File: src/rtl/cpu_ififo_pkg.sv
// cpu_ififo shared definitions: widths and the
// opcode-with-immediate table used by the decoder.
package cpu_ififo_pkg;

    localparam int HW_W   = 16;
    localparam int WORD_W = 32;
    localparam int N_OPS  = 17;

    localparam logic [7:0] OPERAND_OPS [N_OPS] = '{
        8'h01, 8'h03, 8'h08, 8'h09, 8'h0C, 8'h0D,
        8'h1A, 8'h1B, 8'h1D, 8'h1F, 8'h20, 8'h22,
        8'h24, 8'h36, 8'h37, 8'h38, 8'h39
    };

    function automatic logic has_operand(
        input logic [HW_W-1:0] op
    );
        logic hit;
        hit = 1'b0;
        for (int i = 0; i < N_OPS; i++) begin
            if (op[15:8] == OPERAND_OPS[i]) begin
                hit = 1'b1;
            end
        end
        return !op[15] && hit;
    endfunction

endpackage

File: src/rtl/cpu_ififo_if.sv
// Fetch/decode side bundle of the instruction FIFO.
// master drives pushes/pops, slave is the FIFO.
interface cpu_ififo_if;
    import cpu_ififo_pkg::*;

    logic              write_en_i;
    logic              read_en_i;
    logic [WORD_W-1:0] data_i;
    logic [HW_W-1:0]   opcode_o;
    logic [WORD_W-1:0] operand_o;
    logic              valid_o;
    logic              empty_o;
    logic              full_o;

    modport master (
        output write_en_i, read_en_i, data_i,
        input  opcode_o, operand_o, valid_o,
        input  empty_o, full_o
    );

    modport slave (
        input  write_en_i, read_en_i, data_i,
        output opcode_o, operand_o, valid_o,
        output empty_o, full_o
    );

endinterface

File: src/rtl/cpu_ififo.sv
// Halfword instruction FIFO: 32-bit big-endian pushes,
// show-ahead opcode plus optional 32-bit immediate.
module cpu_ififo
    import cpu_ififo_pkg::*;
#(
    parameter int DEPTH = 16
) (
    input logic        clk_i,
    input logic        rst_i,
    cpu_ififo_if.slave bus
);

    localparam int AW = $clog2(DEPTH);
    localparam int CW = AW + 1;

    logic [HW_W-1:0] r_mem [DEPTH];
    logic [AW-1:0]   r_rd;
    logic [AW-1:0]   r_wr;
    logic [CW-1:0]   r_count;

    logic [AW-1:0]   w_rd1;
    logic [AW-1:0]   w_rd2;
    logic [AW-1:0]   w_wr1;
    logic [HW_W-1:0] w_head;
    logic            w_has_op;
    logic [CW-1:0]   w_len;
    logic            w_valid;
    logic            w_wr_ok;
    logic            w_rd_ok;

    assign w_rd1    = r_rd + AW'(1);
    assign w_rd2    = r_rd + AW'(2);
    assign w_wr1    = r_wr + AW'(1);
    assign w_head   = r_mem[r_rd];
    assign w_has_op = has_operand(w_head);
    assign w_len    = w_has_op ? CW'(3) : CW'(1);
    assign w_valid  = (r_count != '0) && (r_count >= w_len);

    // Room for a whole word is judged on the pre-edge count.
    assign w_wr_ok = bus.write_en_i && (r_count <= CW'(DEPTH - 2));
    assign w_rd_ok = bus.read_en_i && w_valid;

    assign bus.valid_o   = w_valid;
    assign bus.empty_o   = (r_count == '0);
    assign bus.full_o    = (r_count > CW'(DEPTH - 4));
    assign bus.opcode_o  = w_valid ? w_head : '0;
    assign bus.operand_o = (w_valid && w_has_op)
                         ? {r_mem[w_rd1], r_mem[w_rd2]}
                         : '0;

    always_ff @(posedge clk_i) begin
        if (rst_i) begin
            r_rd    <= '0;
            r_wr    <= '0;
            r_count <= '0;
        end else begin
            if (w_wr_ok) begin
                r_mem[r_wr]  <= bus.data_i[31:16];
                r_mem[w_wr1] <= bus.data_i[15:0];
                r_wr         <= r_wr + AW'(2);
            end
            if (w_rd_ok) begin
                r_rd <= r_rd + AW'(w_len);
            end
            r_count <= r_count
                     + (w_wr_ok ? CW'(2) : CW'(0))
                     - (w_rd_ok ? w_len : CW'(0));
        end
    end

endmodule

File: src/flat_wrapper.sv
// flat-port wrapper written by rule: the top's interface ports become plain ports
module cpu_ififo_flat import cpu_ififo_pkg::*;
#(
    parameter int DEPTH = 16
)
  (clk_i, rst_i, bus_write_en_i, bus_read_en_i, bus_data_i, bus_opcode_o, bus_operand_o, bus_valid_o, bus_empty_o, bus_full_o);
  cpu_ififo_if bus_i ();
  input logic clk_i;
  input logic rst_i;
  input wire logic [$bits(bus_i.write_en_i)-1:0] bus_write_en_i;
  input wire logic [$bits(bus_i.read_en_i)-1:0] bus_read_en_i;
  input wire logic [$bits(bus_i.data_i)-1:0] bus_data_i;
  output wire logic [$bits(bus_i.opcode_o)-1:0] bus_opcode_o;
  output wire logic [$bits(bus_i.operand_o)-1:0] bus_operand_o;
  output wire logic [$bits(bus_i.valid_o)-1:0] bus_valid_o;
  output wire logic [$bits(bus_i.empty_o)-1:0] bus_empty_o;
  output wire logic [$bits(bus_i.full_o)-1:0] bus_full_o;
  assign bus_i.write_en_i = bus_write_en_i;
  assign bus_i.read_en_i = bus_read_en_i;
  assign bus_i.data_i = bus_data_i;
  assign bus_opcode_o = bus_i.opcode_o;
  assign bus_operand_o = bus_i.operand_o;
  assign bus_valid_o = bus_i.valid_o;
  assign bus_empty_o = bus_i.empty_o;
  assign bus_full_o = bus_i.full_o;
  cpu_ififo #(.DEPTH(DEPTH)) u_core (.clk_i(clk_i), .rst_i(rst_i), .bus(bus_i));
endmodule
File: config.mk
export PLATFORM = sky130hd
export DESIGN_NAME = cpu_ififo_flat
export DESIGN_NICKNAME = d
export VERILOG_FILES = /design/src/rtl/cpu_ififo_pkg.sv /design/src/rtl/cpu_ififo_if.sv /design/src/rtl/cpu_ififo.sv /design/src/flat_wrapper.sv
export SDC_FILE = /design/constraint.sdc
export NUM_CORES = 1
export LEC_CHECK = 0
export ABC_AREA = 0
export ABC_CLOCK_PERIOD_IN_PS = 9800
export CAP_MARGIN = 20
export CORE_MARGIN = 2
export CORE_UTILIZATION = 35
export CTS_CLUSTER_SIZE = 12
export DETAILED_ROUTE_END_ITERATION = 8
export SYNTH_ARGS = -nofsm -noshare
export SYNTH_HDL_FRONTEND = slang
export SYNTH_SLANG_ARGS = --single-unit
File: constraint.sdc
create_clock -name clk_i -period 9.8 [get_ports clk_i]
set_input_delay 2.94 -clock clk_i [delete_from_list [all_inputs] [get_ports clk_i]]
set_output_delay 2.94 -clock clk_i [all_outputs]
set_load 0.005 [all_outputs]
==> impl_metrics.csv, run 1 <==
group,metric,value,unit
status,run_status,"completed",
flow_run,maxCapViolCount,0,
drt,drc,0,
cts,cts_hold_buf,0,
synth,yosys.area.top_type,"edfxtp_1",
grt,grt_pass1_wl,61200,um
sta,fin_crit,8860,ps
synth,synthesis.nets,838,
cts,ctsResizeCount,0,
layout,synthToLayoutAreaGrowth,15.3,%
cts,clkTransAtPathRegs,60,ps
grt,antenna_found_initial,0,
synth,synthCells,785,
drt,wl,41300,um
power,ir_worst_vdd,198,uV
floorplan,rows,76,
sta,finalClockSkew,12.2,ps
worst_setup_path,arrival,5920,ps
synth,yosysUniqueCellTypes,46,
floorplan,die_h,213,um
worst_setup_path,crit_path_max_fanout,46,
floorplan,initial_core_util,0.354,
layout,n_antenna_cell,0,
place,hpwl,26000,um
power,p_leak,0.00506,uW
power,p_per_area,251,nW/um2
drt,final_antenna_net_count,0,
drt,drt_iter0_markers,972,
layout,fillers,3801,
place,place.gp.congestion,0.810,
layout,nets,913,
synth,synth_edf_count,256,
worst_setup_path,cp-start-kind,"register",
cts,root_buffer,"clkbuf_16",
synth,async_flop_share,0,
worst_setup_path,cp-end-kind,"primary output",
cts,postCtsSetupBuffers,0,
grt,grt_pass1_vias,9267,
sta,setup_viol,0,
layout,final-instance-count-excl-fill,1462,
drt,vias,8831,
grt,grt-ovfl-total,0,
place,dp.cells,1415,
cts,clk_path_buf_depth,3,
floorplan,coreArea,43100,um2
synth,synth_ff_type,"edfxtp_1",
cts,cts_num_sinks,272,
synth,synth.most_common_cell,"edfxtp_1",
place,io_buffers,86,
layout,drive_above_1_share,0.401,
layout,fin_util,0.409,
synth,synth_area_leaders,"edfxtp_1, mux4_2, a211oi_2, dfxtp_1, ha_1",
synth,seq_area_frac_synth,0.525,
cts,cts_htree_levels,1,
sta,max_slew.worst_pin.slew,979,ps
floorplan,num_io_pins,87,
floorplan,dieArea,45300,um2
floorplan,die_x,213,um
sta,fmax,0.113,GHz
hold_path,hold_class,"register to register",
sta,finalHoldViolations,0,
grt,grtUsageTotal,0.185,
cts,insertion_delay,570,ps
synth,synth_commonest_cells,"edfxtp_1, mux4_2, nand3_1",
synth,syn_area,15300,um2
sta,relSlewSlack,0.347,
synth,ys_ff_latch,272,
sta,timing.final.max_slew_violations,0,
grt,grt_start_max_net_pins,56,
cts,cts_buffers,28,
sta,tns,0,ps
synth,yosysWarnings,0,
drt,viasPerCell,6.04,
sta,grt_setup_unrepaired,"false",
synth,syn_area_per_cell,19.4,um2
drt,drt-pass1-iter-count,5,
synth,yosysTopAreaCellShare,0.504,
sta,fin_crit_sh,0.904,
worst_setup_path,path_class,"register to primary output",
drt,wire_per_inst,28.2,um
cts,cts_tree,"done",
worst_setup_path,cp_data_required_time,6860,ps
sta,fin_hold_ws,487,ps
path summary, 6_finish.rpt:
path / from / end / slack (ps) / cells after the start
setup / recovery: register / bus_operand_o[11] / 940 / 14
hold / removal: u_core.r_wr[1]$_SDFFE_PP0P_ / u_core.r_wr[1]$_SDFFE_PP0P_ / 490 / 2
setup reg to reg: register / u_core.r_count[3]$_SDFF_PP0_ / 3300 / 20
hold reg to reg: u_core.r_wr[1]$_SDFFE_PP0P_ / u_core.r_wr[1]$_SDFFE_PP0P_ / 490 / 2
state kept, by name, summed over array words and instances (netlist names), named ones only:
signal	count
u_core.r_count	5
u_core.r_mem	256
u_core.r_rd	4
u_core.r_wr	3
layout by cell type, fill, tap and decap left out, drive strengths merged, types with 15 or more instances in the layout:
master,n
nand2,15
mux4,234
nand3,33
clkdlybuf4s50,86
nor2,18
edfxtp,256
a211oi,34
dfxtp,16
inv,15
clkbuf,37
buf,28
layout make-up:
class	count	area, um2	area share
Timing Repair Buffer	114	1070	0.0608
Multi-Input combinational cell	429	6940	0.394
Tap cell	585	732	0.0416
Clock inverter	10	51.3	0.00291
Clock buffer	37	734	0.0417
Inverter	15	56.3	0.00320
Sequential cell	272	8020	0.456
per-layer routing:
metal	GRT usage	up-vias	part of all wire
met3	0.0228	69	0.065
met4	0.0574	0	0.026
met2	0.315	421	0.50
li1	-	3605	-
met5	0	-	0
met1	0.250	4736	0.41
kinds of logic (layout without fill, tap and decap cells):
logic type | Yosys count | after routing | share of synthesized area
flops | 272 | 272 | 0.525
xor+xnor | 9 | 9 | 0.00516
mux | 235 | 235 | 0.346
fa+ha+maj | 17 | 17 | 0.0154
compound gates | 64 | 64 | 0.0443
simple gates | 104 | 104 | 0.0375
buf+inv | 84 | 176 | 0.0271
worst max-delay path, stage by stage (launching register included):
cell	delay (ps)
dfxtp_4	820
mux4_2	600
a22oi_2	230
nand2_2	150
nor4_1	530
a2111oi_4	60
a211o_1	330
ha_1	270
o21ai_0	80
nand2_1	80
o21ai_1	230
inv_2	790
nand3_1	280
a211oi_2	290
clkdlybuf4s50_1	560
per-stage QoR:
step / power [uW] / setup slack (ps) / instance area [um2]
finish: 4410 / 939 / 17600
global route: 4610 / 657 / 17600
CTS: 4460 / 923 / 17600
detailed placement: 3510 / 1550 / 16800
global placement: 3510 / 1600 / 16800
floorplan: 2880 / 2670 / 15300
where the power goes:
part,switching (uW),total [uW],leakage [uW],internal (uW)
Sequential,127,1450,0.00244,1320
Combinational,1020,2020,0.00223,1000
Clock,426,946,0.000379,520
Total,1570,4410,0.00506,2840
No activity file was read; power rests on OpenSTA's default activity.
==> run 2, diff against run 1 <==
--- a/config.mk
+++ b/config.mk
@@ -7,11 +7,11 @@
 export LEC_CHECK = 0
 export ABC_AREA = 0
 export ABC_CLOCK_PERIOD_IN_PS = 9800
-export CAP_MARGIN = 20
 export CORE_MARGIN = 2
-export CORE_UTILIZATION = 35
+export CORE_UTILIZATION = 65
 export CTS_CLUSTER_SIZE = 12
 export DETAILED_ROUTE_END_ITERATION = 8
+export PLACE_DENSITY = 0.86
 export SYNTH_ARGS = -nofsm -noshare
 export SYNTH_HDL_FRONTEND = slang
 export SYNTH_SLANG_ARGS = --single-unit
==> impl_metrics.csv, run 2 (synthesis gave the netlist of run 1 again) <==
group,metric,value,unit
status,run_status,"completed",
layout,drive_above_1_share,0.405,
cts,cts_num_sinks,272,
flow_run,maxCapViolCount,0,
floorplan,rows,56,
place,place.gp.congestion,0.866,
floorplan,num_io_pins,87,
power,p_leak,0.00508,uW
worst_setup_path,cp-start-kind,"register",
worst_setup_path,timing.rr.end,"u_core.r_count[3]$_SDFF_PP0_",
floorplan,die_x,157,um
cts,cts_hold_buf,0,
worst_setup_path,cp_data_required_time,6860,ps
sta,fin_crit_sh,0.927,
grt,antenna_found_initial,0,
floorplan,initial_core_util,0.656,
sta,relSlewSlack,0.155,
drt,drt_iter0_markers,1488,
sta,fmax,0.110,GHz
layout,layout_common_cells,"edfxtp_1, mux4_2, clkdlybuf4s50_1",
sta,grt_setup_unrepaired,"false",
layout,largest_register_ff_count,256,
sta,timing.final.max_slew_violations,0,
layout,fin_util,0.745,
grt,grtUsageTotal,0.342,
drt,final_antenna_net_count,0,
drt,drt-pass1-iter-count,7,
floorplan,coreArea,23300,um2
layout,synthToLayoutAreaGrowth,13.5,%
sta,setup_viol,0,
cts,insertion_delay,560,ps
layout,design_area,17300,um2
sta,finalClockSkew,13.5,ps
drt,viasPerCell,7.96,
drt,vias,9540,
sta,tns,0,ps
grt,grt_pass1_vias,9736,
place,place_area,16500,um2
power,p_per_area,259,nW/um2
cts,cts_htree_levels,1,
sta,max_slew.worst_pin.slew,1270,ps
place,io_buffers,86,
layout,nets,910,
power,ir_worst_vdd,213,uV
sta,finalHoldViolations,0,
hold_path,hold_end,"u_core.r_wr[1]$_SDFFE_PP0P_",
grt,grt-ovfl-total,0,
worst_setup_path,r2r_cells,20,
cts,root_buffer,"clkbuf_16",
drt,drc,0,
worst_setup_path,cp-end-kind,"primary output",
cts,postCtsSetupBuffers,0,
layout,regMostFlops,"u_core.r_mem",
grt,grt_pass1_wl,61400,um
cts,ctsResizeCount,0,
worst_setup_path,arrival,6150,ps
sta,fin_crit,9090,ps
worst_setup_path,path_class,"register to primary output",
floorplan,dieArea,24700,um2
place,hpwl,24400,um
cts,clkTransAtPathRegs,60,ps
layout,n_antenna_cell,0,
power,finalPower,4490,uW
hold_path,min_from,"u_core.r_wr[1]$_SDFFE_PP0P_",
drt,wire_per_inst,34.0,um
layout,reg_top3,"u_core.r_mem x256, u_core.r_count x5, u_core.r_rd x4",
layout,mostFrequentLayoutCell,"edfxtp_1",
grt,grt_start_max_net_pins,73,
hold_path,hold_class,"register to register",
drt,wl,40700,um
worst_setup_path,r2r_slack,3180,ps
cts,cts_tree,"done",
worst_setup_path,crit_path_max_fanout,46,
hold_path,hold_depth,2,
cts,cts_buffers,29,
floorplan,die_h,157,um
cts,clk_path_buf_depth,3,
[run 2: worst max path at each step]
stage	from	end	slack (ps)	cells past startpoint
3_3_place_gp	register	bus_operand_o[19]	1510	14
3_5_place_dp	register	bus_operand_o[19]	1370	14
4_1_cts	register	bus_operand_o[19]	800	14
2_1_floorplan	bus_write_en_i	u_core.r_mem[4][0]$_DFFE_PP_	2670	3
5_1_grt	register	bus_operand_o[19]	490	14
6_report	register	bus_operand_o[19]	710	14
[run 2: routing by layer]
metal / wire, um / up-vias / share of wire / global-route usage
met5: 0 / - / 0 / 0
met4: 1620 / 0 / 0.040 / 0.135
met3: 5070 / 134 / 0.12 / 0.0743
met2: 19900 / 860 / 0.49 / 0.528
met1: 14100 / 4937 / 0.35 / 0.490
li1: - / 3609 / - / -
[run 2: worst max-delay path, stage by stage, from the launching register on]
cell and delay (ps):
dfxtp_4 940, mux4_2 610, a22oi_2 250, nand2_2 160, nor4_1 510, a2111oi_4 80, a211o_1 330, ha_1 290
o21ai_0 70, nand2_1 80, o21ai_1 210, inv_2 790, nand3_1 230, a211oi_2 370, clkdlybuf4s50_1 610
[run 2: where the power goes]
part           internal [uW]  switching [uW]
clock network            575             439
registers               1320             110
logic                   1010            1050
total                   2900            1590
[run 2: per-stage QoR]
| stage | instances | setup slack, ps | hold slack (ps) |
|---|---|---|---|
| 2_1_floorplan | 785 | 2670 | 462 |
| 3_3_place_gp | 1145 | 1510 | 470 |
| 3_5_place_dp | 1145 | 1370 | 499 |
| 4_1_cts | 1199 | 803 | 507 |
| 5_1_grt | 1199 | 493 | 561 |
| 6_report | 1199 | 712 | 511 |
[run 2: final cells by class]
cell class	instances	area, um2
Fill cell	1278	5940
Inverter	15	56.3
Clock inverter	9	46.3
Tap cell	319	399
Multi-Input combinational cell	429	6940
Sequential cell	272	8020
Timing Repair Buffer	110	1040
Clock buffer	45	826
==> run 3, diff against run 2 <==
--- a/config.mk
+++ b/config.mk
@@ -11,7 +11,9 @@
 export CORE_UTILIZATION = 65
 export CTS_CLUSTER_SIZE = 12
 export DETAILED_ROUTE_END_ITERATION = 8
-export PLACE_DENSITY = 0.86
+export DONT_BUFFER_PORTS = 1
+export HOLD_SLACK_MARGIN = 0.02
+export PLACE_DENSITY = 0.81
 export SYNTH_ARGS = -nofsm -noshare
 export SYNTH_HDL_FRONTEND = slang
 export SYNTH_SLANG_ARGS = --single-unit
==> impl_metrics.csv, run 3 (synthesis gave the netlist of run 1 again) <==
group,metric,value,unit
layout,layout_common_cells,"edfxtp_1, mux4_2, nand3_1",
layout,synthToLayoutAreaGrowth,7.85,%
floorplan,num_io_pins,87,
floorplan,initial_core_util,0.656,
grt,antenna_found_initial,0,
power,p_int,2770,uW
power,swShare,0.357,
layout,largest_register_ff_count,256,
floorplan,coreArea,23300,um2
cts,cts_buffers,29,
grt,grt_pass1_vias,9337,
place,hpwl,23800,um
drt,final_antenna_net_count,0,
drt,vias,9080,
worst_setup_path,cp_data_required_time,6860,ps
hold_path,hold_class,"register to register",
layout,multi_input_area,6950,um2
worst_setup_path,cp-end-kind,"primary output",
place,io_buffers,0,
grt,grt_busiest_layer,"met2",
cts,cts_num_sinks,272,
worst_setup_path,cp-start-kind,"register",
layout,regMostFlops,"u_core.r_mem",
worst_setup_path,r2r_slack,2880,ps
cts,ctsResizeCount,0,
grt,grtUsageTotal,0.333,
sta,setup_viol,0,
floorplan,rows,56,
grt,use_met1,0.467,
sta,relSlewSlack,0.195,
floorplan,dieArea,24700,um2
cts,clk_path_buf_depth,3,
layout,mostFrequentLayoutCell,"edfxtp_1",
worst_setup_path,arrival,5900,ps
power,p_leak,0.00476,uW
cts,cts_tree,"done",
cts,cts_htree_levels,1,
sta,max_slew.worst_pin.slew,1210,ps
power,p_per_area,262,nW/um2
worst_setup_path,path_class,"register to primary output",
cts,clkTransAtPathRegs,60,ps
sta,setup_ws,963,ps
grt,use_met2,0.509,
power,seqPwrFrac,0.329,
grt,grt-ovfl-total,0,
sta,fin_crit_sh,0.902,
layout,drive_above_1_share,0.448,
power,clkPwrFrac,0.236,
status,run_status,"completed",
worst_setup_path,crit_path_max_fanout,49,
sta,finalHoldViolations,0,
grt,grt_pass1_wl,59200,um
power,ir_worst_vdd,199,uV
cts,postCtsSetupBuffers,0,
drt,wire_per_inst,35.5,um
floorplan,die_x,157,um
cts,insertion_delay,560,ps
drt,drt_iter0_markers,1097,
layout,reg_top3,"u_core.r_mem x256, u_core.r_count x5, u_core.r_rd x4",
drt,wl,39300,um
power,power_frac_comb,0.435,
worst_setup_path,r2r_cells,20,
cts,cts_hold_buf,0,
layout,fillers,1380,
layout,n_antenna_cell,0,
sta,timing.final.max_slew_violations,0,
hold_path,min_from,"u_core.r_wr[1]$_SDFFE_PP0P_",
hold_path,hold_end,"u_core.r_wr[1]$_SDFFE_PP0P_",
floorplan,die_h,157,um
drt,drt-pass1-iter-count,5,
power,finalPower,4310,uW
layout,seqCellArea,8020,um2
sta,finalClockSkew,10.4,ps
drt,drc,0,
sta,tns,0,ps
power,p_switching,1540,uW
sta,grt_setup_unrepaired,"false",
hold_path,hold_depth,2,
place,place.gp.congestion,0.867,
drt,viasPerCell,8.19,
sta,fmax,0.113,GHz
grt,met3_usage,0.0807,
place,dp_slack,1620,ps
grt,grt_start_max_net_pins,70,
flow_run,maxCapViolCount,0,
layout,nets,822,
sta,fin_crit,8840,ps
cts,root_buffer,"clkbuf_16",
worst_setup_path,timing.rr.end,"u_core.r_count[3]$_SDFF_PP0_",
-- run 3: stage by stage --
step | instance area, um2 | std cells | hold slack, ps | util
3_5_place_dp | 15600 | 1057 | 481 | 0.670
6_report | 16500 | 1109 | 485 | 0.708
3_3_place_gp | 15600 | 1057 | 468 | 0.670
4_1_cts | 16500 | 1109 | 489 | 0.708
5_1_grt | 16500 | 1109 | 514 | 0.708
2_1_floorplan | 15300 | 785 | 462 | -
-- run 3: cell type report --
type,count,area share
flip-flops and latches,272,0.487
multi-input cells,429,0.422
repair buffers,22,0.0100
well taps,319,0.0242
clock inverters,11,0.00494
clock buffers,41,0.0480
inverters,15,0.00342
-- run 3: power by group through the flow --
stage	clock network (uW)	logic (uW)	registers [uW]
after CTS	1020	1870	1410
after floorplan	0	1520	1360
after detailed placement	0	1860	1440
after global routing	1070	1970	1420
after global placement	0	1800	1430
final	1020	1870	1420
-- run 3: worst max-delay path by stage --
stage	from	end	slack (ps)
after floorplan	bus_write_en_i	u_core.r_mem[4][0]$_DFFE_PP_	2670
after global placement	register	bus_operand_o[12]	1760
after detailed placement	register	bus_operand_o[12]	1620
after CTS	register	bus_operand_o[12]	1020
after global routing	register	bus_operand_o[12]	590
final	register	bus_operand_o[12]	960
-- run 3: per-layer routing --
metal,part of all wire,up-vias
met5,0,-
met4,0.045,0
met3,0.12,122
met2,0.48,728
met1,0.35,4799
li1,-,3431
-- run 3: worst max-delay path: stages, from the launching register on --
cell and delay (ps):
dfxtp_4 1030, mux4_2 610, a22oi_1 270, nand2_2 420
a2111oi_4 480, a211o_1 200, ha_1 150, o21ai_0 110
and2_1 190, nand2_1 70, o21ai_1 230, inv_2 810
nand3_1 380, a211oi_2 340
